==> src/rtl/seg_bus_arbiter.sv <==
// seg_bus_arbiter: two-requester round-robin arbiter for a shared 7-bit segment bus
module seg_bus_arbiter #(
    parameter int HOLD_MAX = 8
) (
    input  logic       clk,
    input  logic       rst,
    input  logic       req1,
    input  logic       req2,
    input  logic       done1,
    input  logic       done2,
    input  logic [6:0] data1,
    input  logic [6:0] data2,
    output logic       gnt1,
    output logic       gnt2,
    output logic       sel,
    output logic [6:0] bus_out,
    output logic       bus_valid
);
    typedef enum logic [1:0] {IDLE, OWN1, OWN2} state_t;
    localparam logic [3:0] HM = 4'(HOLD_MAX);
    state_t     state_q, state_d;
    logic [3:0] cnt_q, cnt_d;
    logic       last2_q, last2_d, sel_q, sel_d, rel;
    logic [6:0] bus_q;
    logic       valid_q;
    always_comb begin
        state_d = state_q;
        cnt_d   = cnt_q;
        last2_d = last2_q;
        rel     = state_q == OWN1 ? (done1 || !req1 || cnt_q == HM)
                                  : (done2 || !req2 || cnt_q == HM);
        if (state_q == IDLE) begin
            // on a tie, last2_q high means requester 1 is due
            if (req1 && (!req2 || last2_q)) state_d = OWN1;
            else if (req2) state_d = OWN2;
            if (state_d != IDLE) begin
                cnt_d   = 4'd1;
                last2_d = state_d == OWN2;
            end
        end else if (rel) begin
            state_d = IDLE;
            cnt_d   = '0;
        end else begin
            cnt_d = cnt_q + {3'b000, cnt_q != 4'hF};
        end
        sel_d = state_d == OWN1 ? 1'b0 : state_d == OWN2 ? 1'b1 : sel_q;
    end
    always_ff @(posedge clk) begin
        if (rst) begin
            state_q <= IDLE;
            cnt_q   <= '0;
            last2_q <= 1'b1;
            sel_q   <= 1'b0;
            bus_q   <= '0;
            valid_q <= 1'b0;
        end else begin
            state_q <= state_d;
            cnt_q   <= cnt_d;
            last2_q <= last2_d;
            sel_q   <= sel_d;
            bus_q   <= state_q == IDLE ? 7'd0 : (sel_q ? data2 : data1);
            valid_q <= state_q != IDLE;
        end
    end
    assign gnt1      = state_q == OWN1;
    assign gnt2      = state_q == OWN2;
    assign sel       = sel_q;
    assign bus_out   = bus_q;
    assign bus_valid = valid_q;
endmodule
==> config.mk <==
export PLATFORM = sky130hd
export DESIGN_NAME = seg_bus_arbiter
export DESIGN_NICKNAME = d
export VERILOG_FILES = /design/src/rtl/seg_bus_arbiter.sv
export SDC_FILE = /design/constraint.sdc
export NUM_CORES = 1
export LEC_CHECK = 0
export BUFFER_PORTS_ARGS = -buffer_cell sky130_fd_sc_hd__buf_2
export CAP_MARGIN = 10
export CORE_MARGIN = 4
export CORE_UTILIZATION = 46
export CTS_BUF_LIST = sky130_fd_sc_hd__clkbuf_4 sky130_fd_sc_hd__clkbuf_8
export CTS_CLUSTER_SIZE = 14
export DETAILED_ROUTE_END_ITERATION = 7
export PLACE_DENSITY = 0.78
export SETUP_SLACK_MARGIN = 0.5
export SLEW_MARGIN = 10
export SYNTH_ARGS = -nofsm -noshare
export SYNTH_HDL_FRONTEND = slang
export SYNTH_SLANG_ARGS = --single-unit
==> constraint.sdc <==
create_clock -name clk -period 2.4 [get_ports clk]
set_clock_uncertainty 0.2 [all_clocks]
set_input_delay 0.12 -clock clk [delete_from_list [all_inputs] [get_ports clk]]
set_output_delay 0.12 -clock clk [all_outputs]
set_load 0.01 [all_outputs]
==> flow_summary_export.csv <==
group,metric,value,unit
logic_synthesis,ys_seq_area_share,44.21,%
routing,via_per_inst,5.489,
setup_path,arrival,1.75,ns
pwr,ir_drop,0.3026,mV
setup_path,crit_start,"cnt_q[2]$_SDFFE_PP0P_",
setup_path,path_buf_inv,0,
logic_synthesis,synth_area,724.4,um^2
timing,max_freq,577.6,MHz
cts,cts_tree,"built",
routing,drtPass1Iterations,4,
timing,tightest_slew,0.6205,ns
cts,cts_setup_buffers,0,
routing,wl_per_cell,14.18,um
routing,via_count,774,
setup_path,path_cells,"or4b_4, a32o_1, a221oi_2",
cts,clockBufferDepth,2,
finish,synthToLayoutAreaGrowth,50.26,%
timing,min_period_over_period,72.14,%
global_route,gr-usage-all-layers,19.36,%
floorplan,die_h,47.69,um
global_route,use_met1,21.77,%
setup_path,cp_slowest_cell,"or4b_4",
setup_path,critPathKind,"reg2reg",
finish,n_antenna_cell,0,
floorplan,rows,14,
finish,layout.nets,148,
placed_design,dp.final_hpwl,1198,um
setup_path,required,2.42,ns
routing,drc,0,
min_path,min_to,"cnt_q[3]$_SDFFE_PP0P_",
logic_synthesis,synth_edf_count,0,
min_path,hold_start,"req1",
placed_design,place_congestion,0.7929,
placed_design,portBuffers,30,
timing,report.final.slew_viol_count,0,
timing,setup_tns,0,ns
run,max-cap-violations,0,
logic_synthesis,synthCells,78,
logic_synthesis,synth_cell_type_count,28,
global_route,grt_pass1_wl,3022,um
cts,htreeDepth,1,
logic_synthesis,syn_avg_cell_area,9.288,um^2
global_route,grt_max_degree,11,
timing,relSlewSlack,58.25,%
routing,final_antenna_net_count,0,
logic_synthesis,synthArstFlopShare,0,%
cts,clock-sinks,16,
cts,cts-buffers-inserted,3,
setup_path,cp_top_family,"simple AND/OR/NAND/NOR gates",
status,outcome,"finished clean",
timing,rsz0062_at_grt,"false",
pwr,p_leak,0.4923,nW
min_path,whs_path_depth,4,
global_route,met3_usage,3.759,%
floorplan,die_area,2274,um^2
setup_path,r2r.worst_path.cells,3,
finish,stdcell_count,141,
setup_path,cp_slowest_stage_delay,0.57,ns
setup_path,cp-end-kind,"flop",
timing,finalCriticalPeriod,1.731,ns
cts,clock_latency,0.30,ns
global_route,grt-busiest-layer,"met2",
global_route,antenna_found_initial,0,
cts,clockRootBuffer,"clkbuf_4",
logic_synthesis,yosysWarnings,0,
cts,clk_pin_slew,0.10,ns
routing,first_iter_violations,14,
setup_path,reg2reg_to,"sel$_SDFFE_PP0N_",
finish,drive_above_1_share,32.80,%
pwr,power.total,0.0006198,W
global_route,met2_usage,32.98,%
floorplan,fp.coreArea,1489,um^2
min_path,hold_class,"in2reg",
logic_synthesis,syn-num-nets,100,
timing,hold_viol,0,
floorplan,die-width,47.69,um
setup_path,cp_max_fo,6,
setup_path,rrSetupSlack,0.67,ns
placed_design,place_inst,120,
floorplan,io-pin-count,31,
floorplan,start_util,48.66,%
global_route,overflow,0,
setup_path,critPathLaunchType,"flop",
global_route,grt_pass1_vias,708,
logic_synthesis,synth-seq-cells,16,
timing,final-setup-viol-count,0,
setup_path,r2r_start,"cnt_q[2]$_SDFFE_PP0P_",
pwr,power.density,569.4,nW/um^2
routing,routed_wl,1999,um
logic_synthesis,synthFlopType,"dfxtp_1",
-- cells in the mapped netlist (all sizes together), types with 2 or more instances --
library cell / count / area (um^2)
a31oi: 4 / 25.02
nor2: 11 / 41.29
inv: 3 / 11.26
clkbuf: 3 / 12.51
a21oi: 2 / 10.01
nor2b: 4 / 25.02
nand2: 4 / 15.01
dfxtp: 16 / 320.3
mux2i: 7 / 70.07
nand3: 4 / 20.02
nand4: 2 / 12.51
nand4b: 2 / 17.52
ha: 2 / 25.02
-- kinds of logic (layout without fill, tap and decap cells) --
kind of cell	Yosys count	in the layout	share of synthesized area, %
AOI/OAI and AO/OA	11	11	11.92
adders and majority gates	2	2	3.454
buffers and inverters	7	54	3.799
DFF	16	16	44.21
muxes	7	7	9.672
and+or+nand+nor	35	35	26.94
-- flip-flops by register name (all words and copies together), names as in the netlist --
register,count
bus_out,7
bus_valid,1
cnt_q,4
last2_q,1
sel,1
state_q,2
-- metrics by stage --
step / utilization, % / instance area, um^2 / hold WS [ns] / setup slack [ns]
floorplan: - / 724.4 / 0.06394 / 0.7142
global placement: 58.99 / 878.3 / 0.1544 / 0.7284
detailed placement: 58.99 / 878.3 / 0.1641 / 0.6974
CTS: 72.86 / 1085 / 0.01689 / 0.6218
global route: 73.11 / 1089 / 0.07375 / 0.5687
finish: 73.11 / 1089 / 0.01514 / 0.6686
-- worst min-delay path: stages --
cell and delay (ns):
buf_2 0.12, nor4_1 0.09, nand2_1 0.07, a31oi_1 0.07
-- layout by cell type, fill, tap and decap left out, types with 2 or more instances in the layout --
| cell | synthesis | routed |
|---|---|---|
| dfxtp_1 | 16 | 15 |
| mux2i_1 | 7 | 7 |
| buf_2 | 0 | 30 |
| a31oi_1 | 4 | 4 |
| nor2b_1 | 4 | 4 |
| nand4_1 | 2 | 2 |
| inv_1 | 3 | 3 |
| a21oi_1 | 2 | 2 |
| nor2_1 | 11 | 10 |
| dlygate4sd3_1 | 0 | 17 |
| nand4b_1 | 2 | 2 |
| nand2_1 | 4 | 4 |
| clkbuf_4 | 0 | 3 |
| nand3_1 | 4 | 4 |
| ha_1 | 2 | 2 |
-- repair_timing --
action	in CTS	in global routing
setup endpoints to repair	0	2
hold buffers	17	0
resized for setup	0	2
hold endpoints to repair	15	0
-- final cells by class --
cell class,instances,area [um^2]
fill,118,400.4
multi-input combinational,55,379.1
sequential,16,321.6
timing repair buffer,47,320.3
clock buffer,4,36.28
tap,16,20.02
inverter,3,11.26
-- where the power goes --
part | switching (W) | leakage (nW) | internal, W
combinational | 0.0000585 | 0.340 | 0.0000749
sequential | 0.0000180 | 0.131 | 0.000282
clock | 0.0000936 | 0.0210 | 0.0000926
total | 0.000170 | 0.492 | 0.000450
-- layer usage --
layer  wire [um]  vias to the layer above
li1            -                      378
met1         781                      359
met2        1038                       28
met3         105                        9
met4          74                        0
met5           0                        -
-- worst max path at each step --
stage / end / slack [ns] / depth (start not counted)
3_3_place_gp: sel$_SDFFE_PP0N_ / 0.73 / 3
6_report: sel$_SDFFE_PP0N_ / 0.67 / 3
4_1_cts: bus_out[5]$_SDFF_PP0_ / 0.62 / 3
2_1_floorplan: sel$_SDFFE_PP0N_ / 0.71 / 5
3_5_place_dp: cnt_q[1]$_SDFFE_PP0P_ / 0.70 / 4
5_1_grt: state_q[1]$_SDFF_PP0_ / 0.57 / 4
(Power assumes the default switching activity.)
